==> config.mk <==
export PLATFORM = sky130hd
export DESIGN_NAME = fetch_prefetch_unit
export DESIGN_NICKNAME = d
export VERILOG_FILES = /design/src/rtl/fetch_prefetch_unit_pkg.sv /design/src/rtl/fetch_prefetch_unit_queue.sv /design/src/rtl/fetch_prefetch_unit.sv
export SDC_FILE = /design/constraint.sdc
export NUM_CORES = 1
export LEC_CHECK = 0
export BUFFER_PORTS_ARGS = -buffer_cell sky130_fd_sc_hd__clkbuf_2
export CAP_MARGIN = 20
export CORE_MARGIN = 1.5
export CORE_UTILIZATION = 55
export DETAILED_ROUTE_END_ITERATION = 8
export PLACE_DENSITY = 0.77
export SLEW_MARGIN = 20
export SYNTH_ARGS = -nofsm -noshare
export SYNTH_HDL_FRONTEND = slang
export SYNTH_SLANG_ARGS = --single-unit
==> constraint.sdc <==
create_clock -name clk -period 4.2 [get_ports clk]
set_clock_uncertainty 0.15 [all_clocks]
set_input_delay 0.63 -clock clk [delete_from_list [all_inputs] [get_ports clk]]
set_output_delay 0.63 -clock clk [all_outputs]
set_load 0.005 [all_outputs]
==> src/rtl/fetch_prefetch_unit_pkg.sv <==
// Shared types for the instruction fetch / prefetch unit.
//   FETCH_ADDR_WIDTH : width of the address stored with each fetched word
//   OPC_32BIT        : low two bits of a parcel that mark a 32-bit instruction
//   fetch_entry_t    : one prefetch-queue entry {word address, raw 32-bit word}
package fetch_prefetch_unit_pkg;

  localparam int unsigned FETCH_ADDR_WIDTH = 32;
  localparam logic [1:0]  OPC_32BIT        = 2'b11;

  typedef struct packed {
    logic [FETCH_ADDR_WIDTH-1:0] addr;
    logic [31:0]                 word;
  } fetch_entry_t;

endpackage

==> src/rtl/fetch_prefetch_unit_queue.sv <==
// Circular FIFO of fetch entries for the prefetch queue.
//   clk, rst    : clock, synchronous active-high reset
//   clear       : empties the queue (takes effect at the clock edge)
//   push, data  : write one entry at the tail
//   pop         : drop the head entry
//   head        : entry at the read pointer
//   head_next   : entry after the head (valid when count >= 2)
//   count       : number of stored entries
// Caller guarantees no push when full and no pop when empty.
module fetch_queue
  import fetch_prefetch_unit_pkg::*;
#(
  parameter int unsigned DEPTH = 4,
  localparam int unsigned PW   = $clog2(DEPTH),
  localparam int unsigned CW   = PW + 1
) (
  input  logic         clk,
  input  logic         rst,
  input  logic         clear,
  input  logic         push,
  input  fetch_entry_t data,
  input  logic         pop,
  output fetch_entry_t head,
  output fetch_entry_t head_next,
  output logic [CW-1:0] count
);

  fetch_entry_t  store [DEPTH];
  logic [PW-1:0] rd_ptr;
  logic [PW-1:0] wr_ptr;

  // DEPTH is a power of two, so pointer overflow is the circular wrap.
  assign head      = store[rd_ptr];
  assign head_next = store[rd_ptr + PW'(1)];

  always_ff @(posedge clk) begin
    if (rst || clear) begin
      rd_ptr <= '0;
      wr_ptr <= '0;
      count  <= '0;
    end else begin
      if (push) wr_ptr <= wr_ptr + PW'(1);
      if (pop)  rd_ptr <= rd_ptr + PW'(1);
      count <= count + CW'(push) - CW'(pop);
    end
  end

  // Payload storage needs no reset; consumers qualify it with count.
  always_ff @(posedge clk) begin
    if (push && !clear && !rst) store[wr_ptr] <= data;
  end

endmodule

==> src/rtl/fetch_prefetch_unit.sv <==
// Instruction fetch stage: issues word reads to program memory, buffers the
// returned words in a prefetch queue and aligns 16/32-bit RV32IC instructions
// (including ones that straddle a word boundary) towards decode.
//   clk, rst            : clock, synchronous active-high reset
//   hold_i              : flash mode, fetch parked at RESET_PC, nothing issued
//   redirect_i          : restart fetch at redirect_pc_i (bit 0 ignored)
//   imem_req_o/addr_o   : word-aligned read request
//   imem_rdata_i        : read data, one cycle after the request
//   instr_valid_o/ready_i : handshake towards decode
//   instr_o             : raw instruction, compressed ones zero-extended
//   instr_pc_o          : PC of instr_o
//   instr_compressed_o  : instr_o is a 16-bit instruction
module fetch_prefetch_unit
  import fetch_prefetch_unit_pkg::*;
#(
  parameter int unsigned           ADDR_WIDTH  = 32,
  parameter int unsigned           QUEUE_DEPTH = 4,
  parameter logic [ADDR_WIDTH-1:0] RESET_PC    = '0,
  parameter bit                    ENABLE_C    = 1'b1
) (
  input  logic                  clk,
  input  logic                  rst,
  input  logic                  hold_i,
  input  logic                  redirect_i,
  input  logic [ADDR_WIDTH-1:0] redirect_pc_i,
  output logic                  imem_req_o,
  output logic [ADDR_WIDTH-1:0] imem_addr_o,
  input  logic [31:0]           imem_rdata_i,
  output logic                  instr_valid_o,
  input  logic                  instr_ready_i,
  output logic [31:0]           instr_o,
  output logic [ADDR_WIDTH-1:0] instr_pc_o,
  output logic                  instr_compressed_o
);

  localparam int unsigned CW = $clog2(QUEUE_DEPTH) + 1;
  localparam logic [ADDR_WIDTH-1:0] RESET_WORD = {RESET_PC[ADDR_WIDTH-1:2], 2'b00};
  localparam logic                  RESET_OFF  = ENABLE_C & RESET_PC[1];

  logic [ADDR_WIDTH-1:0] fetch_pc;
  logic [ADDR_WIDTH-1:0] req_addr_q;
  logic                  inflight;
  logic                  offset;
  logic                  offset_nxt;

  fetch_entry_t  q_head;
  fetch_entry_t  q_next;
  fetch_entry_t  push_data;
  logic [CW-1:0] q_count;
  logic          push;
  logic          pop;
  logic          flush;
  logic          handshake;

  logic [15:0]   parcel;
  logic          is32;
  logic          straddle;

  logic          unused_bits;
  assign unused_bits = ^{redirect_pc_i[0], q_next.addr, q_next.word[31:16]};

  assign flush = redirect_i | hold_i;

  // ---------------- request side ----------------
  // Credit is count + in-flight response; a pop in this cycle is not credited,
  // which keeps the queue from overflowing without a combinational pop path.
  always_comb begin
    imem_req_o  = !rst && !flush &&
                  ((int'(q_count) + int'(inflight)) < int'(QUEUE_DEPTH));
    imem_addr_o = fetch_pc;
  end

  // A response arriving during redirect/hold belongs to the old stream.
  assign push           = inflight && !flush && !rst;
  assign push_data.addr = FETCH_ADDR_WIDTH'(req_addr_q);
  assign push_data.word = imem_rdata_i;

  always_ff @(posedge clk) begin
    if (rst) begin
      fetch_pc   <= RESET_WORD;
      req_addr_q <= '0;
      inflight   <= 1'b0;
      offset     <= RESET_OFF;
    end else if (hold_i) begin
      fetch_pc <= RESET_WORD;
      inflight <= 1'b0;
      offset   <= RESET_OFF;
    end else if (redirect_i) begin
      fetch_pc <= {redirect_pc_i[ADDR_WIDTH-1:2], 2'b00};
      inflight <= 1'b0;
      offset   <= ENABLE_C & redirect_pc_i[1];
    end else begin
      inflight <= imem_req_o;
      if (imem_req_o) begin
        req_addr_q <= fetch_pc;
        fetch_pc   <= fetch_pc + ADDR_WIDTH'(4);
      end
      if (handshake) offset <= offset_nxt;
    end
  end

  fetch_queue #(
    .DEPTH(QUEUE_DEPTH)
  ) u_queue (
    .clk       (clk),
    .rst       (rst),
    .clear     (flush),
    .push      (push),
    .data      (push_data),
    .pop       (pop),
    .head      (q_head),
    .head_next (q_next),
    .count     (q_count)
  );

  // ---------------- aligner ----------------
  always_comb begin
    parcel   = offset ? q_head.word[31:16] : q_head.word[15:0];
    is32     = !ENABLE_C || (parcel[1:0] == OPC_32BIT);
    straddle = offset && is32;
  end

  always_comb begin
    instr_valid_o      = 1'b0;
    instr_o            = '0;
    instr_pc_o         = '0;
    instr_compressed_o = 1'b0;
    if (!rst && !flush && (q_count != '0) && !(straddle && (q_count < CW'(2)))) begin
      instr_valid_o      = 1'b1;
      instr_pc_o         = ADDR_WIDTH'(q_head.addr) + ADDR_WIDTH'({offset, 1'b0});
      instr_compressed_o = !is32;
      if (!is32)         instr_o = {16'h0000, parcel};
      else if (straddle) instr_o = {q_next.word[15:0], q_head.word[31:16]};
      else               instr_o = q_head.word;
    end
  end

  // A compressed parcel flips the half-word pointer and pops when leaving the
  // upper half; a 32-bit instruction always consumes the head word while the
  // pointer stays where it was (a straddle lands in the upper half again).
  always_comb begin
    handshake  = instr_valid_o && instr_ready_i;
    offset_nxt = is32 ? offset : !offset;
    pop        = handshake && (is32 || offset);
  end

endmodule
# Yosys cells after proc, flatten, opt, wreduce, memory -nomap -nowiden
# Memory sizes are Yosys's and may differ from the RTL's. A register that Yosys moved wholly into a read port is not among the register bits.
# Cells that the tools add are included.
# totals
n_memories	1
output_inout_bits	99
regBits	73
word_cells	65
ram_bits	256
inputBits	69
# memory_table
memory	words	width	read_ports	rd_clocked_by_memory_dff	write_ports	line	text
u_queue.store	4	64	2	1	1	fetch_prefetch_unit_queue.sv:28	fetch_entry_t store [DEPTH];
# op_classes
n_addsub	7
n_eq_ne	2
bitwise_logic	3
magnitude_cmp	2
reduce_logical	26
mux	16
# op_table
op	count
$mux W32	6
$add A32 B2 Y32	1
$add A32 B3 Y32 const B	1
$mux W16	1
$logic_and A1 B1 Y1	12
$mux W1	7
$logic_not A1 Y1	5
$add A2 B1 Y2 const B	2
$add A3 B1 Y4	1
$lt A4 B3 Y1 const B	1
$mux W2	2
$reduce_bool A2 Y1	2
$add A3 B1 Y3	1
$lt A3 B2 Y1 const B	1
$reduce_and A3 Y1	1
$reduce_bool A3 Y1	1
$reduce_or A3 Y1	1
$sub A3 B1 Y3	1
$eq A2 B2 Y1 const B	1
$logic_or A1 B1 Y1	2
$ne A2 B2 Y1 const B	1
$not A1 Y1	2
$reduce_and A2 Y1	1
$reduce_or A2 Y1	1
$or A1 B1 Y1	1

# Depth between registers and ports, before layout
# Gate-level depths: netlist of the first run.
# logic_depth
word_depth	11
mapped_depth	10

# Cells and area by module
# Synthesis of the first run repeated with hierarchy kept, for this count alone.
# hier_totals
hier_cells	1032
area_unflattened_um2	15446.1
# modules_own_cells
mod	instances	cells_each	area_per_inst_um2
fetch_queue	1	455	11319.6
fetch_prefetch_unit	1	577	4126.5

# Worst setup path after synthesis of the first run
# OpenSTA, ideal clock, no wires.
# synth_timing
path_type	input -> register
start	input port redirect_i
end	memory u_queue.store[0][0] (netlist name), enable pin
setup_ps	427
path_buffers	1
arrival_ps	2888
setup_slack_ps	735
required_time_ps	3623
path_stages	3
path_cell_list	buf_2 > nor3_1 > and3_1
# synth_between
elab_chain_cells	8
# synth_lines
element	line	text
from (decl)	fetch_prefetch_unit.sv:24	input logic redirect_i,
$or A1 B1 Y1 *	fetch_prefetch_unit.sv:62	assign flush = redirect_i | hold_i;
$logic_not A1 Y1 *	fetch_prefetch_unit_queue.sv:50, fetch_prefetch_unit.sv:74	
$logic_and A1 B1 Y1 (2 in series)	fetch_prefetch_unit.sv:74	assign push = inflight && !flush && !rst;
$logic_and A1 B1 Y1 * (2 in series)	fetch_prefetch_unit_queue.sv:50	if (push && !clear && !rst) store[wr_ptr] <= data;
$mux W1 *	fetch_prefetch_unit_queue.sv:50	
$mux W1 (not written as such) *	fetch_prefetch_unit_queue.sv:50	
to (decl)	fetch_prefetch_unit_queue.sv:28	
# Every way passes the cells marked *; elsewhere a longest branch is shown, timed or not.

==> results.sh, run 1 <==
export IMPL_grt_overflow_total=0
export IMPL_ctsHoldBuffers=0
export IMPL_cp_cell_sequence="mux4_2 > and3_4 > nand2_1 > nand2_1 > a21oi_1 > clkbuf_2"
export IMPL_grt_pass1_wl_um=44330
export IMPL_synthArstFlopShare=0
export IMPL_p_leak_nw=5.677
export IMPL_synthFlopType="edfxtp_1"
export IMPL_cts_setup_buffers=0
export IMPL_syn_avg_cell_area_um2=14.88
export IMPL_crit_fanout=29
export IMPL_drcViolationCount=0
export IMPL_cts_resized=0
export IMPL_final_nets=1132
export IMPL_dpl_hpwl_um=17900
export IMPL_synth_cell_type_count=52
export IMPL_path_delay_family="simple AND/OR/NAND/NOR gates"
export IMPL_start_util=0.5638
export IMPL_wl_per_cell_um=20.56
export IMPL_slowest_delay_ns=0.69
export IMPL_yosysSeqAreaShare=0.6682
export IMPL_worst_pin_slew_ns=0.8164
export IMPL_die_area_um2=25070
export IMPL_cts_reportedPaths_clkPinSlew_ns=0.06
export IMPL_die_y_um=158.3
export IMPL_worstPathRequired_ns=3.42
export IMPL_core_um2=23540
export IMPL_clk_path_buf_depth=3
export IMPL_grt_pass1_vias=8215
export IMPL_hold_viol_final=0
export IMPL_antenna_left=0
export IMPL_ioPinCount=168
export IMPL_cts_made_buffers=31
export IMPL_synth_top_cell_area_share=0.5611
export IMPL_pwr_density_cell_nw_per_um2=403.0
export IMPL_critPathArrivalTime_ns=3.19
export IMPL_p_switching_mw=1.219
export IMPL_viasPerCell=5.927
export IMPL_cp_common_cell="nand2_1"
export IMPL_synthTopCellsByCount="edfxtp_1 (248), nand2_1 (146), mux4_2 (78)"
export IMPL_drt_total_wl_um=28750
export IMPL_firstDrtPassIters=5
export IMPL_drtIter0Drc=539
export IMPL_clock_root_buffer="clkbuf_16"
export IMPL_seqPwrFrac=0.551
export IMPL_cts_tree="yes"
export IMPL_fin_crit_ns=3.971
export IMPL_grt_max_degree=63
export IMPL_numPortBuffers=163
export IMPL_switching_share=0.1960
export IMPL_combinationalPowerShare=0.024
export IMPL_max_cap_viol_count=0
export IMPL_finalMaxSlewViolations=0
export IMPL_synth_cell_area_um2=13270
export IMPL_synth_most_common_cell="edfxtp_1"
export IMPL_r2r_slack_ns=1.03
export IMPL_die_width_um=158.3
export IMPL_place_congestion=0.9084
export IMPL_power_mw=6.223
export IMPL_finalSetupViolations=0
export IMPL_htreeDepth=1
export IMPL_yosys_warnings=0
export IMPL_grt_setup_unrepaired="false"
export IMPL_ys_top_cells_by_area="edfxtp_1 (56%), mux4_2 (13%), dfxtp_1 (11%)"
export IMPL_ir_drop_mv=0.2786
export IMPL_worstSetupStartpointType="flop"
export IMPL_p_int_mw=5.003
export IMPL_crit_type="flop to output port"
export IMPL_syn_inst=892
export IMPL_relSlewSlack=0.4557
export IMPL_pwr_share_clk=0.426
export IMPL_grt_util_all_layers=0.2325
export IMPL_num_vias=8286
export IMPL_synth_edf_count=248
export IMPL_outcome="completed"
export IMPL_rows=56
export IMPL_fmax_mhz=251.8
export IMPL_hold_class="primary input to flop"
export IMPL_yosys_area_top_type="edfxtp_1"
export IMPL_clk_latency_ns=0.54
export IMPL_critPathBufInv=1
export IMPL_end_kind="output port"
export IMPL_area_growth_syn_to_layout_pct=16.34
export IMPL_critPathSlowestCell="dfxtp_4"
export IMPL_setup_tns_ns=0
export IMPL_ys_ff_latch=319
export IMPL_clkSinkCount=319
export IMPL_drive_gt1_frac=0.3024
export IMPL_timing_final_crit_share=0.9455
export IMPL_antenna_found_initial=1
## per-layer routing
metal | vias to the layer above | global-route usage | part of all wire
li1 | 3759 | - | -
met1 | 4107 | 0.3116 | 0.42
met2 | 369 | 0.3938 | 0.49
met3 | 49 | 0.04736 | 0.078
met4 | 2 | 0.05518 | 0.018
met5 | - | 0 | 0.00045
## flip-flops by register name (all words and copies together) (netlist names), named ones only
name and cells:
u_queue.store 248, imem_addr_o 30, req_addr_q 30, u_queue.count 3
u_queue.rd_ptr 2, u_queue.wr_ptr 2, inflight 1, offset 1
## stage by stage
step,cells,setup WS (ns),util,hold slack [ns],instance area [um^2]
after floorplan,894,0.7347,-,0.3092,13280
after global placement,1340,0.8108,0.6136,0.3257,14450
after detailed placement,1340,0.7872,0.6136,0.3396,14450
after CTS,1397,0.2097,0.6558,0.1390,15440
after global routing,1397,0.03319,0.6558,0.1407,15440
final,1398,0.2288,0.6559,0.1587,15440
## power by group through the flow
stage                     sequential [mW]  clock (mW)  combinational (mW)
after floorplan                      3.49           0              0.0711
after global routing                 3.43        2.82               0.163
after global placement               3.49           0               0.141
after detailed placement             3.49           0               0.145
after CTS                            3.43        2.70               0.146
final                                3.43        2.65               0.146
## final timing paths
path | end | startpoint | cells past startpoint
min | u_queue.store[3][10]$_DFFE_PP_ | imem_rdata_i[10] | 1
max reg2reg | u_queue.count[2]$_SDFF_PP0_ | flop | 9
max | instr_o[14] | flop | 6
min reg2reg | req_addr_q[20]$_SDFFE_PP0P_ | req_addr_q[20]$_SDFFE_PP0P_ | 2
## placed cells by master (no fill, tap or decap), types with 6 or more instances in the layout
cell type	n
edfxtp_1	248
clkbuf_2	163
nand2_1	146
mux4_2	78
a21oi_1	76
dfxtp_1	69
and3_1	32
clkbuf_16	31
o21ai_0	25
buf_4	21
nor2_1	20
xor2_1	16
nand4_1	13
clkbuf_8	11
inv_1	10
clkbuf_1	10
a31oi_1	8
xnor2_1	8
ha_1	8
nand3_1	7
nor3_1	6
## area by class of cell
cell class,count,area [um^2]
Sequential cell,319,8876
Fill cell,1706,8102
Multi-Input combinational cell,505,4116
Timing Repair Buffer,186,1013
Clock buffer,52,964.7
Tap cell,319,399.1
Inverter,11,41.29
Clock inverter,5,27.53
Antenna cell,1,2.502
## logic make-up (layout without fill, tap and decap cells)
logic type      Yosys count  after routing  share of synthesized area
other cells               1              4                  0.0002825
buf+inv                  70            254                    0.02281
simple gates            260            260                    0.09370
compound gates          128            128                    0.05552
xor+xnor                 24             24                    0.01584
fa+ha+maj                 9              9                   0.009050
flops                   319            319                     0.6682
mux                      81             81                     0.1346
No activity file was read; power rests on OpenSTA's default activity.
==> run 2: changes to the inputs <==
--- a/config.mk
+++ b/config.mk
@@ -5,6 +5,7 @@
 export SDC_FILE = /design/constraint.sdc
 export NUM_CORES = 1
 export LEC_CHECK = 0
+export ABC_AREA = 1
 export BUFFER_PORTS_ARGS = -buffer_cell sky130_fd_sc_hd__clkbuf_2
 export CAP_MARGIN = 20
 export CORE_MARGIN = 1.5
==> results.sh, run 2 <==
export IMPL_viasPerCell=5.814
export IMPL_critPathArrivalTime_ns=3.04
export IMPL_power_mw=6.441
export IMPL_numPortBuffers=163
export IMPL_grt_pass1_wl_um=54280
export IMPL_htreeDepth=1
export IMPL_die_y_um=163.0
export IMPL_synthTopCellsByCount="nor2_1 (283), edfxtp_1 (248), nand2_1 (180)"
export IMPL_drive_gt1_frac=0.1958
export IMPL_dp_cells=1805
export IMPL_slowest_delay_ns=0.62
export IMPL_end_kind="output port"
export IMPL_rows=58
export IMPL_place_congestion=0.9203
export IMPL_hold_viol_final=0
export IMPL_hold_class="primary input to flop"
export IMPL_synthFlopType="edfxtp_1"
export IMPL_finalMaxSlewViolations=0
export IMPL_cts_resized=0
export IMPL_cts_reportedPaths_clkPinSlew_ns=0.06
export IMPL_crit_type="flop to output port"
export IMPL_critPathSlowestCell="buf_4"
export IMPL_cts_tree="yes"
export IMPL_final_nets=1586
export IMPL_cts_setup_buffers=0
export IMPL_drcViolationCount=0
export IMPL_wl_per_cell_um=18.80
export IMPL_finalNonFillerCells=1862
export IMPL_relSlewSlack=0.4035
export IMPL_syn_avg_cell_area_um2=10.24
export IMPL_cp_cell_sequence="inv_2 > buf_4 > a21oi_1 > a22oi_1 > nor2_1 > a211oi_1 > clkbuf_2"
export IMPL_antenna_left=0
export IMPL_dpl_hpwl_um=21440
export IMPL_outcome="completed"
export IMPL_synth_top_cell_area_share=0.5291
export IMPL_die_area_um2=26560
export IMPL_final_common_cell="nor2_1"
export IMPL_clock_root_buffer="clkbuf_16"
export IMPL_ctsHoldBuffers=0
export IMPL_layout_common_cells="nor2_1 (279), edfxtp_1 (248), nand2_1 (180)"
export IMPL_start_util=0.5590
export IMPL_clkSinkCount=319
export IMPL_finalSetupViolations=0
export IMPL_clk_latency_ns=0.55
export IMPL_worst_pin_slew_ns=0.8948
export IMPL_synthArstFlopShare=0
export IMPL_path_delay_family="buffers and inverters"
export IMPL_synth_most_common_cell="nor2_1"
export IMPL_worst_slack_ns=0.3823
export IMPL_ir_drop_mv=0.3340
export IMPL_antenna_found_initial=1
export IMPL_setup_tns_ns=0
export IMPL_drtIter0Drc=1300
export IMPL_fillers=1943
export IMPL_max_cap_viol_count=0
export IMPL_grt_util_all_layers=0.2632
export IMPL_fmax_mhz=261.9
export IMPL_critPathBufInv=3
export IMPL_ys_ff_latch=319
export IMPL_worstSetupStartpointType="flop"
export IMPL_grt_max_degree=112
export IMPL_ys_top_cells_by_area="edfxtp_1 (53%), dfxtp_1 (10%), nor2_1 (7.5%)"
export IMPL_ioPinCount=168
export IMPL_p_leak_nw=6.078
export IMPL_synth_edf_count=248
export IMPL_clk_path_buf_depth=3
export IMPL_area_growth_syn_to_layout_pct=14.32
export IMPL_crit_fanout=52
export IMPL_yosys_area_top_type="edfxtp_1"
export IMPL_pwr_density_cell_nw_per_um2=400.2
export IMPL_num_antenna_cells=0
export IMPL_yosys_warnings=0
export IMPL_yosysSeqAreaShare=0.6300
export IMPL_worstPathRequired_ns=3.42
export IMPL_firstDrtPassIters=6
export IMPL_drt_total_wl_um=35000
export IMPL_synth_cell_type_count=44
export IMPL_post_place_ws_ns=0.8194
export IMPL_core_um2=25180
export IMPL_fin_crit_ns=3.818
export IMPL_die_width_um=163.0
export IMPL_num_vias=10826
export IMPL_syn_inst=1374
export IMPL_timing_final_crit_share=0.9090
export IMPL_largest_reg_flops=248
export IMPL_top_register="u_queue.store"
export IMPL_grt_pass1_vias=10151
export IMPL_grt_overflow_total=0
export IMPL_cts_made_buffers=31
export IMPL_synth_cell_area_um2=14080
export IMPL_grt_setup_unrepaired="false"
## run 2: changes by cell type in the layout (fill, tap and decap cells not counted), sizes merged, moves of 30 or more
| cell | previous run | this run |
|---|---|---|
| or2 | 2 | 37 |
| nand3 | 7 | 37 |
| a21oi | 76 | 107 |
| nor2 | 21 | 288 |
| inv | 11 | 70 |
| o21ai | 26 | 99 |
| nand2 | 146 | 183 |
| and3 | 37 | 1 |
| mux4 | 78 | 0 |
## run 2: final timing paths
check	to	depth (start not counted)	from	slack, ns
max	instr_o[3]	7	flop	0.38
min	u_queue.store[2][23]$_DFFE_PP_	1	imem_rdata_i[23]	0.15
min reg2reg	u_queue.store[3][50]$_DFFE_PP_	0	req_addr_q[18]$_SDFFE_PP0P_	0.35
max reg2reg	u_queue.count[2]$_SDFF_PP0_	15	flop	1.25
## run 2: worst register-to-register path, delay by kind of cell, from the launching register on
family	cells	cell delay (ns)
AND/OR/NAND/NOR	8	0.87
XOR/XNOR	2	0.36
flip-flops	1	0.37
adder cells (fa/ha/maj)	2	0.56
buffers and inverters	3	0.56
## run 2: report_power, final
| group | leakage [nW] | total [mW] | switching [mW] | internal [mW] |
|---|---|---|---|---|
| clock network | 0.506 | 2.80 | 1.17 | 1.63 |
| registers | 2.86 | 3.46 | 0.0357 | 3.42 |
| logic | 2.72 | 0.188 | 0.122 | 0.0663 |
| total | 6.08 | 6.44 | 1.32 | 5.12 |
## run 2: area by class of cell
type	instances	area, um^2	area share
clock inverter	18	183.9	0.01143
inverter	70	269.0	0.01672
sequential	319	8875	0.5515
clock buffer	39	855.8	0.05318
multi-input combinational	904	4508	0.2801
timing repair buffer	182	987.2	0.06135
tap	330	412.9	0.02566
## run 2: metrics by stage
| step | utilization | hold WS, ns | cell area, um^2 |
|---|---|---|---|
| 2_1_floorplan | - | 0.3049 | 14080 |
| 3_3_place_gp | 0.5976 | 0.3259 | 15050 |
| 3_5_place_dp | 0.5976 | 0.3295 | 15050 |
| 4_1_cts | 0.6389 | 0.1321 | 16090 |
| 5_1_grt | 0.6390 | 0.1337 | 16090 |
| 6_report | 0.6390 | 0.1535 | 16090 |
## run 2: logic make-up (layout without fill, tap and decap cells)
group	count (synthesis)	in the layout	share of synthesized area
adder cells (fa/ha/maj)	9	9	0.008534
XOR/XNOR	19	19	0.01182
flip-flops	319	319	0.6300
buffers and inverters	153	309	0.05236
other	1	3	0.0002664
AND/OR/NAND/NOR	570	570	0.1704
AO/OA/AOI/OAI	303	303	0.1266
## run 2: routing by layer
| metal | vias to the layer above | wire length (um) | global-route usage |
|---|---|---|---|
| met3 | 62 | 2990 | 0.04253 |
| met5 | - | 13 | 0 |
| met2 | 542 | 17250 | 0.4524 |
| met1 | 5171 | 14130 | 0.3460 |
| met4 | 2 | 621 | 0.07423 |
| li1 | 5049 | - | - |
